[config.mk]
export PLATFORM = sky130hd
export DESIGN_NAME = if_fetch_stage_flat
export DESIGN_NICKNAME = d
export VERILOG_FILES = /design/src/rtl/if_fetch_stage_pkg.sv /design/src/rtl/if_fetch_stage_if.sv /design/src/rtl/if_fetch_stage_if_id_reg.sv /design/src/rtl/if_fetch_stage.sv /design/src/flat_wrapper.sv
export SDC_FILE = /design/constraint.sdc
export NUM_CORES = 1
export LEC_CHECK = 0
export BUFFER_PORTS_ARGS = -buffer_cell sky130_fd_sc_hd__buf_2
export CAP_MARGIN = 20
export CORE_MARGIN = 2
export CORE_UTILIZATION = 51
export DETAILED_ROUTE_END_ITERATION = 10
export GPL_TIMING_DRIVEN = 0
export MAX_ROUTING_LAYER = met4
export PLACE_DENSITY = 0.81
export REMOVE_ABC_BUFFERS = 1
export SETUP_SLACK_MARGIN = 0.05
export SLEW_MARGIN = 20
export SYNTH_ARGS = -nofsm -noshare
export SYNTH_HDL_FRONTEND = slang
export SYNTH_SLANG_ARGS = --single-unit
[constraint.sdc]
create_clock -name clk -period 2.7 [get_ports clk]
set_input_delay 0.27 -clock clk [delete_from_list [all_inputs] [get_ports clk]]
set_output_delay 0.27 -clock clk [all_outputs]
set_load 0.02 [all_outputs]
[src/rtl/if_fetch_stage_pkg.sv]
// Shared constants for the instruction-fetch stage and its pipeline registers.
//   INSTR_W     : instruction word width.
//   NOP_INSTR_C : bubble encoding (sll $0,$0,0).
//   RESET_PC_C  : default PC after reset (word-aligned).
//   PC_INC      : byte distance between consecutive instructions.
package if_fetch_stage_pkg;
  localparam int unsigned INSTR_W = 32;
  localparam logic [INSTR_W-1:0] NOP_INSTR_C = 32'h0000_0000;
  localparam logic [31:0] RESET_PC_C = 32'h0000_0000;
  localparam int unsigned PC_INC = 4;
endpackage

[src/rtl/if_fetch_stage_if.sv]
// Instruction-memory read bus: the fetch stage drives a byte address and the
// memory returns the addressed word combinationally in the same cycle.
//   imem_addr  : word-aligned byte address (master -> slave).
//   imem_rdata : instruction word for imem_addr (slave -> master).
interface if_fetch_stage_if
  import if_fetch_stage_pkg::*;
#(
  parameter int ADDR_W = 32
);
  logic [ADDR_W-1:0]  imem_addr;
  logic [INSTR_W-1:0] imem_rdata;

  modport master (output imem_addr, input imem_rdata);
  modport slave  (input imem_addr, output imem_rdata);
endinterface

[src/rtl/if_fetch_stage_if_id_reg.sv]
// Generic pipeline register with hold and flush, used for IF/ID and reusable
// for later stage boundaries.
//   clk, rst_n : clock, asynchronous active-low reset (loads RST_VAL).
//   hold       : keep current contents.
//   flush      : load FLUSH_VAL (bubble); takes priority over hold.
//   d / q      : data in / registered data out.
module if_id_reg #(
  parameter int W = 8,
  parameter logic [W-1:0] RST_VAL   = '0,
  parameter logic [W-1:0] FLUSH_VAL = '0
) (
  input  logic         clk,
  input  logic         rst_n,
  input  logic         hold,
  input  logic         flush,
  input  logic [W-1:0] d,
  output logic [W-1:0] q
);
  logic [W-1:0] r_q;

  always_ff @(posedge clk or negedge rst_n) begin
    if (!rst_n)     r_q <= RST_VAL;
    else if (flush) r_q <= FLUSH_VAL;  // wrong-path contents: a held value is void too
    else if (!hold) r_q <= d;
  end

  assign q = r_q;
endmodule

[src/rtl/if_fetch_stage.sv]
// MIPS instruction-fetch stage. Owns the PC, addresses the combinational
// instruction memory and captures {valid, PC+4, instruction} into IF/ID.
//   clk, rst_n    : clock, asynchronous active-low reset.
//   stall         : hold PC, IF/ID and the fetch counter.
//   redirect      : load redirect_pc into PC and flush IF/ID (beats stall).
//   redirect_pc   : redirect target, low two bits ignored.
//   imem          : instruction-memory bus (master side).
//   if_id_instr   : registered instruction (NOP_INSTR when a bubble).
//   if_id_pc4     : registered PC+4 of that instruction (0 when a bubble).
//   if_id_valid   : 1 = real instruction, 0 = bubble.
//   fetch_count   : instructions accepted into IF/ID, wraps at 2^CNT_W.
module if_fetch_stage
  import if_fetch_stage_pkg::*;
#(
  parameter int ADDR_W = 32,
  parameter logic [ADDR_W-1:0]  RESET_PC  = ADDR_W'(RESET_PC_C),
  parameter logic [INSTR_W-1:0] NOP_INSTR = NOP_INSTR_C,
  parameter int CNT_W = 16
) (
  input  logic                clk,
  input  logic                rst_n,
  input  logic                stall,
  input  logic                redirect,
  input  logic [ADDR_W-1:0]   redirect_pc,
  if_fetch_stage_if.master    imem,
  output logic [INSTR_W-1:0]  if_id_instr,
  output logic [ADDR_W-1:0]   if_id_pc4,
  output logic                if_id_valid,
  output logic [CNT_W-1:0]    fetch_count
);
  localparam int IFID_W = 1 + ADDR_W + INSTR_W;
  localparam logic [ADDR_W-1:0] ALIGN_MASK = ~ADDR_W'(3);
  // Reset and flush both leave a bubble: invalid, pc4 = 0, NOP word.
  localparam logic [IFID_W-1:0] IFID_BUBBLE = {1'b0, {ADDR_W{1'b0}}, NOP_INSTR};

  logic [ADDR_W-1:0] r_pc;
  logic [CNT_W-1:0]  r_fetch_count;
  logic [ADDR_W-1:0] w_pc_plus4;
  logic [ADDR_W-1:0] w_redirect_aligned;
  logic              w_advance;
  logic [IFID_W-1:0] w_ifid_d;
  logic [IFID_W-1:0] w_ifid_q;

  assign w_pc_plus4         = r_pc + ADDR_W'(PC_INC);  // wraps silently past the top
  assign w_redirect_aligned = redirect_pc & ALIGN_MASK;
  assign w_advance          = !redirect && !stall;

  // PC register
  always_ff @(posedge clk or negedge rst_n) begin
    if (!rst_n)         r_pc <= RESET_PC;
    else if (redirect)  r_pc <= w_redirect_aligned;
    else if (!stall)    r_pc <= w_pc_plus4;
  end

  assign imem.imem_addr = r_pc & ALIGN_MASK;

  // Fetched-instruction counter: counts only real instructions entering IF/ID
  always_ff @(posedge clk or negedge rst_n) begin
    if (!rst_n)         r_fetch_count <= '0;
    else if (w_advance) r_fetch_count <= r_fetch_count + CNT_W'(1);
  end

  assign fetch_count = r_fetch_count;

  // IF/ID boundary
  assign w_ifid_d = {1'b1, w_pc_plus4, imem.imem_rdata};

  if_id_reg #(
    .W         (IFID_W),
    .RST_VAL   (IFID_BUBBLE),
    .FLUSH_VAL (IFID_BUBBLE)
  ) u_if_id_reg (
    .clk   (clk),
    .rst_n (rst_n),
    .hold  (stall),
    .flush (redirect),
    .d     (w_ifid_d),
    .q     (w_ifid_q)
  );

  assign if_id_valid = w_ifid_q[IFID_W-1];
  assign if_id_pc4   = w_ifid_q[IFID_W-2 -: ADDR_W];
  assign if_id_instr = w_ifid_q[INSTR_W-1:0];
endmodule

[src/flat_wrapper.sv]
// flat-port wrapper written by rule: the top's interface ports become plain ports
module if_fetch_stage_flat import if_fetch_stage_pkg::*;
#(
  parameter int ADDR_W = 32,
  parameter logic [ADDR_W-1:0]  RESET_PC  = ADDR_W'(RESET_PC_C),
  parameter logic [INSTR_W-1:0] NOP_INSTR = NOP_INSTR_C,
  parameter int CNT_W = 16
)
  (clk, rst_n, stall, redirect, redirect_pc, if_id_instr, if_id_pc4, if_id_valid, fetch_count, imem_imem_addr, imem_imem_rdata);
  if_fetch_stage_if #(.ADDR_W(ADDR_W)) imem_i ();
  input  logic clk;
  input  logic rst_n;
  input  logic stall;
  input  logic redirect;
  input  logic [ADDR_W-1:0] redirect_pc;
  output logic [INSTR_W-1:0] if_id_instr;
  output logic [ADDR_W-1:0] if_id_pc4;
  output logic if_id_valid;
  output logic [CNT_W-1:0] fetch_count;
  output wire logic [$bits(imem_i.imem_addr)-1:0] imem_imem_addr;
  input wire logic [$bits(imem_i.imem_rdata)-1:0] imem_imem_rdata;
  assign imem_imem_addr = imem_i.imem_addr;
  assign imem_i.imem_rdata = imem_imem_rdata;
  if_fetch_stage #(.ADDR_W(ADDR_W), .RESET_PC(RESET_PC), .NOP_INSTR(NOP_INSTR), .CNT_W(CNT_W)) u_core (.clk(clk), .rst_n(rst_n), .stall(stall), .redirect(redirect), .redirect_pc(redirect_pc), .imem(imem_i), .if_id_instr(if_id_instr), .if_id_pc4(if_id_pc4), .if_id_valid(if_id_valid), .fetch_count(fetch_count));
endmodule
==> flow_summary_export.csv, run 1 <==
group,metric,value,unit
critical_path,crit_arrival,2.86,ns
placement,portBuffers,176,
drt,vias,4478,
finish,final_area,0.00651,mm^2
logic_synthesis,synth_edf_count,0,
die,num_io_pins,181,
timing,slew_headroom,0.368,
power_and_ir_drop,powerDensity,564,mW/mm^2
cts,cts_buffers,9,
critical_path,path_class,"flop to flop",
critical_path,cp_slowest_cell,"or4_4",
drt,vias_per_cell,5.32,
cts,clock_sinks,110,
die,die_area,0.0113,mm^2
critical_path,r2r_setup_slack,0.12,ns
logic_synthesis,synthFlopType,"dfrtp_1",
hold_path,hold_end,"u_core.r_pc[7]",
cts,h-tree-depth,3,
critical_path,r2r_cells,6,
die,core_area,0.0103,mm^2
drt,dr.pass1.iters,6,
logic_synthesis,yosys.cell_types.count,37,
critical_path,cp_slowest_stage_delay,0.64,ns
critical_path,start_kind,"flop",
placement,place.gp.congestion,0.918,
timing,slew_viol_final,0,
logic_synthesis,synthesis.instances,548,
global_routing,grt_pass1_vias,4353,
logic_synthesis,synthArstFlopShare,1.00,
critical_path,crit_fanout,8,
timing,rsz0062_at_grt,"yes",
logic_synthesis,synthTopCellsByCount,"dfrtp_1, nor2_1, nand2_1",
finish,drive_gt1_frac,0.288,
timing,fin_crit_sh,0.954,
die,rows,37,
drt,wl_per_cell,15.3,um
die,die_x,106,um
finish,fin_nets,770,
cts,clk_pin_slew,0.10,ns
critical_path,crit_required,2.98,ns
power_and_ir_drop,p_leak,3.18,nW
logic_synthesis,synth_area_leaders,"dfrtp_1, mux2i_1, xor2_1",
logic_synthesis,yosysMostFrequentCell,"dfrtp_1",
logic_synthesis,yosysTopAreaCell,"dfrtp_1",
logic_synthesis,synthesis.area_per_instance,9.77,um^2
cts,cts_setup_buffers,0,
cts,clk_path_buf_depth,2,
cts,cts-root-buf,"clkbuf_8",
hold_path,hold_path_class,"primary input to flop",
logic_synthesis,synth_warnings,0,
logic_synthesis,synth.top_cell.area_share,0.514,
die,start_util,0.521,
drt,drt-total-wl,12.9,mm
timing,min_period,2.58,ns
hold_path,hp-start,"redirect_pc[7]",
flow_run,maxCapViolations,0,
die,die_height,106,um
critical_path,crit_top_cell,"or4_4",
hold_path,hold_depth,3,
critical_path,r2r-end,"u_core.u_if_id_reg.q[58]",
global_routing,grt.total_usage,0.237,
logic_synthesis,ys_seq_elements,110,
cts,clock_latency,0.36,ns
logic_synthesis,seq_area_frac_synth,0.514,
logic_synthesis,syn_area,0.00536,mm^2
global_routing,grt_pass1_wl,20.9,mm
timing,finalHoldViolations,0,
critical_path,cp-end-kind,"flop",
critical_path,path_cells,"ha_1, nand3_2, or4_4, or4_4, xor2_1, a211oi_2",
critical_path,r2r_start,"u_core.r_pc[2]",
cts,cts_tree,"yes",
finish,final_cell_count_no_fill,841,
placement,placed_cells,824,
timing,setup_viol,0,
global_routing,grt_overflow,0,
timing,tightest_slew,0.940,ns
drt,detail-route-antenna-nets,0,
drt,drt_iter0_drc,204,
timing,finClkSkew,0.00580,ns
outcome,status,"finished clean",
global_routing,grt_max_degree,71,
power_and_ir_drop,ir_worst_vdd,0.289,mV
placement,placed_area,0.00632,mm^2
finish,syn_to_final_growth,21.5,%
placement,dpl.hpwl,9.11,mm
timing,clock.fmax,388,MHz
drt,drc,0,
global_routing,antenna_found_initial,1,
critical path, delay by kind of cell, from the launching register on:
kind / cells / cell delay [ns]
compound gates: 1 / 0.22
simple gates: 3 / 1.40
xor+xnor: 1 / 0.17
fa+ha+maj: 1 / 0.25
flops: 1 / 0.44
state kept, by name (all words and copies together) (netlist names):
register,cells
u_core.fetch_count,16
u_core.u_if_id_reg.q,64
u_core.r_pc,30
per-layer routing:
layer	track usage	vias to the layer above	part of all wire
met1	0.311	2141	0.43
met4	0.0974	0	0.023
met2	0.371	158	0.49
met5	-	-	0
li1	-	2158	-
met3	0.0362	21	0.056
cells in the final DEF, fill, tap and decap left out, types with 4 or more instances in the layout:
master / instances
nor2_1: 80
o21ai_0: 29
a211oi_1: 19
and3_1: 4
nor4_1: 10
nand2_1: 65
nand4_1: 17
a21oi_1: 10
clkbuf_8: 11
buf_2: 173
nor3_1: 11
dfrtp_1: 109
inv_1: 4
xor2_1: 40
mux2i_1: 35
xnor2_1: 31
nand3_1: 18
repair_timing:
action | in CTS | in global routing
hold buffers | 1 | 0
gates resized for setup | 2 | 0
endpoints found under the setup margin | 1 | 5
endpoints found under the hold margin | 47 | 0
through the flow:
step | utilization | hold slack [ns] | total power (W) | setup TNS [ns] | worst slack (ns)
finish | 0.633 | 0.103 | 0.00367 | 0 | 0.124
global placement | 0.607 | 0.454 | 0.00275 | -13.44 | -0.692
detailed placement | 0.615 | 0.232 | 0.00279 | -0.0182 | -0.0182
floorplan | - | -0.0256 | 0.00242 | 0 | 0.134
CTS | 0.633 | 0.0876 | 0.00370 | 0 | 0.108
global route | 0.633 | 0.0814 | 0.00386 | 0 | 0.00375
power by group:
group	internal (W)	switching, W
combinational	0.000306	0.000478
clock	0.000383	0.000532
sequential	0.00179	0.000182
total	0.00248	0.00119
kinds of logic (layout without fill, tap and decap cells):
family | count (synthesis) | in the layout | share of synthesized area
AOI/OAI and AO/OA | 60 | 60 | 0.0666
xor gates and xnor gates | 71 | 71 | 0.116
adders and majority gates | 2 | 2 | 0.00467
buffers and inverters | 45 | 200 | 0.0357
DFF | 110 | 110 | 0.514
muxes | 37 | 37 | 0.0696
other | 1 | 3 | 0.000700
and+or+nand+nor | 222 | 222 | 0.193
area by class of cell:
type                       instances  area [um^2]
tap                              136          170
clock inverter                     1         5.00
fill                             909         3770
timing repair buffer             180          977
antenna                            1         2.50
multi-input combinational        394         2420
sequential                       110         2750
inverter                           5         18.8
clock buffer                      14          163
worst max-delay path by stage:
stage | endpoint | slack [ns] | start | depth (start not counted)
2_1_floorplan | u_core.u_if_id_reg.q[58] | 0.13 | u_core.r_pc[2] | 6
3_3_place_gp | u_core.u_if_id_reg.q[54] | -0.69 | stall | 5
3_5_place_dp | u_core.u_if_id_reg.q[58] | -0.02 | u_core.r_pc[2] | 6
4_1_cts | u_core.u_if_id_reg.q[58] | 0.11 | u_core.r_pc[2] | 6
5_1_grt | u_core.u_if_id_reg.q[63] | 0.004 | u_core.r_pc[4] | 5
6_report | u_core.u_if_id_reg.q[58] | 0.12 | u_core.r_pc[2] | 6
(Power assumes the default switching activity.)
==> run 2: changes to the inputs <==
Settings changed: CTS_CLUSTER_SIZE set to 14, RECOVER_POWER set to 25.
==> flow_summary_export.csv, run 2 (same netlist as run 1, synthesis figures left out) <==
group,metric,value,unit
outcome,status,"finished clean",
drt,vias_per_cell,5.32,
cts,clk_path_buf_depth,2,
power_and_ir_drop,swShare,0.325,
power_and_ir_drop,ir_worst_vdd,0.289,mV
cts,clock_latency,0.36,ns
critical_path,cp-end-kind,"flop",
critical_path,path_cells,"ha_1, nand3_2, or4_4, or4_4, xor2_1, a211oi_2",
critical_path,r2r_cells,6,
finish,utilization,0.633,
hold_path,hold_path_class,"primary input to flop",
die,die_area,0.0113,mm^2
drt,dr.pass1.iters,5,
global_routing,grt_pass1_wl,20.9,mm
timing,worst_slack,0.120,ns
global_routing,grt_max_degree,71,
die,die_x,106,um
timing,tightest_slew,1.24,ns
cts,clock_sinks,110,
power_and_ir_drop,powerDensity,564,mW/mm^2
finish,largest_register_ffs,64,
cts,cts_buffers,9,
timing,slew_viol_final,0,
critical_path,path_class,"flop to flop",
finish,fin_nets,770,
cts,clk_pin_slew,0.10,ns
critical_path,cp_slowest_stage_delay,0.64,ns
timing,finalHoldViolations,0,
timing,slew_headroom,0.175,
placement,portBuffers,176,
critical_path,cp_slowest_cell,"or4_4",
power_and_ir_drop,p_sw,0.00119,W
global_routing,grt.total_usage,0.237,
global_routing,grt_overflow,0,
die,core_area,0.0103,mm^2
power_and_ir_drop,p_seq_frac,0.537,
global_routing,antenna_found_initial,1,
timing,clock.fmax,388,MHz
power_and_ir_drop,pwr-share-clk,0.249,
finish,multiInputGateArea,0.00242,mm^2
finish,final-seq-area,0.00275,mm^2
timing,fin_crit_sh,0.955,
placement,dp_slack,-0.0182,ns
finish,syn_to_final_growth,21.4,%
global_routing,grt_pass1_vias,4353,
drt,detail-route-antenna-nets,0,
finish,fillers,910,
critical_path,crit_required,2.98,ns
placement,placed_area,0.00632,mm^2
power_and_ir_drop,p_int,0.00248,W
critical_path,crit_fanout,8,
drt,drt_iter0_drc,203,
critical_path,path_depth,6,
cts,cts_setup_buffers,0,
power_and_ir_drop,p_leak,3.18,nW
finish,final_common_cell,"buf_2",
drt,drt-total-wl,12.9,mm
hold_path,hold_depth,3,
power_and_ir_drop,p_comb_frac,0.213,
die,rows,37,
finish,final_area,0.00650,mm^2
critical_path,crit_top_cell,"or4_4",
critical_path,crit_family,"simple AND/OR/NAND/NOR gates",
timing,setup_viol,0,
die,die_height,106,um
die,start_util,0.521,
finish,drive_gt1_frac,0.288,
finish,final_cell_mix,"buf_2, dfrtp_1, nor2_1",
critical_path,path_buf_inv,0,
timing,min_period,2.58,ns
cts,cts-root-buf,"clkbuf_8",
drt,wl_per_cell,15.3,um
drt,vias,4474,
drt,drc,0,
placement,dpl.hpwl,9.11,mm
cts,cts_tree,"yes",
timing,rsz0062_at_grt,"yes",
critical_path,crit_arrival,2.86,ns
cts,h-tree-depth,3,
placement,place.gp.congestion,0.918,
critical_path,start_kind,"flop",
die,num_io_pins,181,
timing,finClkSkew,0.00589,ns
flow_run,maxCapViolations,0,
==> run 2: changes by cell type in the layout (fill, tap and decap cells not counted), sizes merged <==
cell and delta:
buf -1, clkbuf +1
==> run 2: repair_timing <==
action | CTS | global route
gates resized for setup | 2 | 0
hold buffers | 1 | 0
endpoints found under the setup margin | 1 | 5
endpoints found under the hold margin | 47 | 0
==> run 2: metal layers <==
layer / wire length, um / part of all wire / global-route usage
met4: 303 / 0.024 / 0.0974
met2: 6320 / 0.49 / 0.371
met5: 0 / 0 / -
met1: 5510 / 0.43 / 0.311
met3: 755 / 0.059 / 0.0362
==> run 2: power by group through the flow <==
stage	registers [W]	logic [W]	clock network (W)
2_1_floorplan	0.00215	0.000263	0
3_3_place_gp	0.00199	0.000761	0
3_5_place_dp	0.00200	0.000789	0
4_1_cts	0.00197	0.000793	0.000936
5_1_grt	0.00200	0.000854	0.00100
6_report	0.00197	0.000783	0.000915
==> run 2: path summary, 6_finish.rpt <==
check / to / slack, ns / start
min in group asynchronous: u_core.u_if_id_reg.q[58] / 0.69 / rst_n
setup / recovery: u_core.u_if_id_reg.q[58] / 0.12 / u_core.r_pc[2]
max in group asynchronous: u_core.r_pc[2] / 1.08 / rst_n
setup reg to reg: u_core.u_if_id_reg.q[58] / 0.12 / u_core.r_pc[2]
hold / removal: u_core.r_pc[7] / 0.10 / redirect_pc[7]
hold reg to reg: u_core.fetch_count[15] / 0.47 / u_core.fetch_count[15]
==> run 2: cell type report <==
cell class | count | share of cell area
inverter | 5 | 0.00289
clock buffer | 14 | 0.0250
tap | 136 | 0.0262
clock inverter | 1 | 0.000770
sequential | 110 | 0.424
multi-input combinational | 394 | 0.372
antenna | 1 | 0.000385
timing repair buffer | 180 | 0.149
==> run 2: worst reg2reg max path, stage by stage (launching register included) <==
cell	delay, ns
dfrtp_2	0.45
ha_1	0.25
nand3_2	0.21
or4_4	0.65
or4_4	0.56
xor2_1	0.17
a211oi_2	0.22
==> run 2: per-stage QoR <==
| stage | std cells | TNS [ns] | total power, W | hold slack (ns) |
|---|---|---|---|---|
| finish | 841 | 0 | 0.00367 | 0.103 |
| floorplan | 509 | 0 | 0.00242 | -0.0256 |
| global placement | 821 | -13.44 | 0.00275 | 0.454 |
| global route | 841 | 0 | 0.00385 | 0.0814 |
| CTS | 840 | 0 | 0.00370 | 0.0876 |
| detailed placement | 824 | -0.0182 | 0.00279 | 0.232 |
==> run 3: changes to the inputs <==
Settings changed: CORE_UTILIZATION 51 to 55, HOLD_SLACK_MARGIN set to 0.02, PLACE_DENSITY 0.81 to 0.86, SETUP_SLACK_MARGIN 0.05 to 0.3.
Clock period 2.7 ns to 3.2 ns, I/O delays scaled along.
==> flow_summary_export.csv, run 3 (same netlist as run 1, synthesis figures left out) <==
group,metric,value,unit
cts,clock_latency,0.36,ns
timing,tightest_slew,2.22,ns
finish,syn_to_final_growth,21.2,%
power_and_ir_drop,pwr-share-clk,0.246,
timing,slew_headroom,-0.481,
placement,placed_cells,821,
finish,drive_gt1_frac,0.284,
cts,clk_path_buf_depth,2,
cts,clock_sinks,110,
critical_path,start_kind,"flop",
power_and_ir_drop,power,0.00308,W
drt,wl_per_cell,15.0,um
cts,cts_setup_buffers,0,
die,num_io_pins,181,
die,die_area,0.0105,mm^2
die,rows,36,
power_and_ir_drop,swShare,0.321,
finish,fin_nets,770,
drt,drc,0,
flow_run,maxCapViolations,1,
critical_path,path_class,"flop to flop",
finish,final_area,0.00649,mm^2
finish,final_cell_mix,"buf_2, dfrtp_1, nor2_1",
timing,setup_tns,0,ns
timing,min_period,2.68,ns
global_routing,grt.total_usage,0.248,
drt,vias_per_cell,5.31,
global_routing,grt_overflow,0,
placement,place.gp.congestion,0.889,
critical_path,cp_slowest_stage_delay,0.72,ns
timing,finalHoldViolations,0,
finish,final_cell_count_no_fill,838,
drt,drt_iter0_drc,236,
power_and_ir_drop,p_int,0.00209,W
power_and_ir_drop,p_leak,3.18,nW
global_routing,grt_pass1_wl,19.9,mm
critical_path,crit_fanout,8,
finish,final_common_cell,"buf_2",
critical_path,cp_slowest_cell,"or4_1",
critical_path,cp-end-kind,"flop",
timing,slew_viol_final,53,
power_and_ir_drop,ir_worst_vdd,0.244,mV
placement,dpl.hpwl,8.99,mm
power_and_ir_drop,p_comb_frac,0.214,
outcome,status,"complete, but fails checks",
die,die_x,103,um
placement,placed_area,0.00632,mm^2
cts,h-tree-depth,3,
cts,cts_tree,"yes",
power_and_ir_drop,p_sw,0.000987,W
cts,cts_buffers,9,
timing,setup_viol,0,
cts,clk_pin_slew,0.09,ns
critical_path,crit_arrival,2.97,ns
timing,fin_crit_sh,0.839,
drt,dr.pass1.iters,4,
placement,portBuffers,176,
finish,fillers,766,
timing,rsz0062_at_grt,"no",
global_routing,grt_max_degree,74,
cts,cts-root-buf,"clkbuf_8",
die,start_util,0.558,
critical_path,path_cells,"ha_1, nand3_2, or4_1, or4_4, xor2_1, a211oi_2",
power_and_ir_drop,powerDensity,474,mW/mm^2
drt,detail-route-antenna-nets,0,
power_and_ir_drop,p_seq_frac,0.540,
global_routing,antenna_found_initial,1,
timing,clock.fmax,372,MHz
timing,finClkSkew,0.00900,ns
die,core_area,0.00959,mm^2
drt,vias,4452,
global_routing,grt_pass1_vias,4226,
die,die_height,103,um
outcome,violations,"capacitance limit, slew limit",
critical_path,crit_required,3.48,ns
hold_path,hold_path_class,"primary input to flop",
drt,drt-total-wl,12.6,mm
finish,largest_register_ffs,64,
[run 3: cell count changes in the layout (fill, tap and decap cells not counted), sizes merged]
cell / delta
buf: -1
clkbuf: +1
[run 3: worst max-delay path, delay by kind of cell (launching register included)]
family,cells,cell delay [ns]
AO/OA/AOI/OAI,1,0.21
XOR/XNOR,1,0.16
AND/OR/NAND/NOR,3,1.52
adder cells (fa/ha/maj),1,0.26
flip-flops,1,0.46
[run 3: routing by layer]
| metal | track usage | vias to the layer above | routed length (um) |
|---|---|---|---|
| met5 | - | - | 0 |
| met4 | 0.0985 | 0 | 240 |
| met3 | 0.0427 | 22 | 787 |
| met2 | 0.387 | 158 | 6140 |
| met1 | 0.324 | 2121 | 5390 |
| li1 | - | 2151 | - |
[run 3: area by class of cell]
class | instances | area, um^2 | share of cell area
antenna | 1 | 2.50 | 0.000386
sequential | 110 | 2750 | 0.424
tap | 133 | 166 | 0.0256
inverter | 5 | 18.8 | 0.00289
timing repair buffer | 180 | 967 | 0.149
multi-input combinational | 394 | 2410 | 0.372
clock buffer | 14 | 163 | 0.0251
clock inverter | 1 | 5.00 | 0.000771
[run 3: power by group through the flow]
stage          clock (W)  sequential (W)  combinational [W]
2_1_floorplan          0         0.00182           0.000222
3_3_place_gp           0         0.00167           0.000637
3_5_place_dp           0         0.00169           0.000662
4_1_cts         0.000778         0.00166           0.000666
5_1_grt         0.000829         0.00168           0.000725
6_report        0.000758         0.00166           0.000658
[run 3: through the flow]
step | hold WS (ns) | setup WS, ns | util
global route | 0.162 | 0.216 | 0.676
floorplan | 0.0244 | 0.634 | -
global placement | 0.453 | -0.292 | 0.650
detailed placement | 0.304 | 0.548 | 0.659
CTS | 0.140 | 0.512 | 0.677
finish | 0.159 | 0.515 | 0.676
[run 3: final timing paths]
check | from | cells after the start | to | slack (ns)
min in group asynchronous | rst_n | 2 | u_core.u_if_id_reg.q[56] | 0.79
hold / removal | redirect_pc[30] | 3 | u_core.r_pc[30] | 0.16
max in group asynchronous | rst_n | 3 | u_core.u_if_id_reg.q[27] | 1.51
setup / recovery | u_core.r_pc[2] | 6 | u_core.u_if_id_reg.q[58] | 0.52
hold reg to reg | u_core.fetch_count[15] | 1 | u_core.fetch_count[15] | 0.47
setup reg to reg | u_core.r_pc[2] | 6 | u_core.u_if_id_reg.q[58] | 0.52
[run 3: what timing repair did]
item	4_1_cts	5_1_grt
gates resized for setup	0	0
endpoints found under the hold margin	52	0
hold buffers	1	0
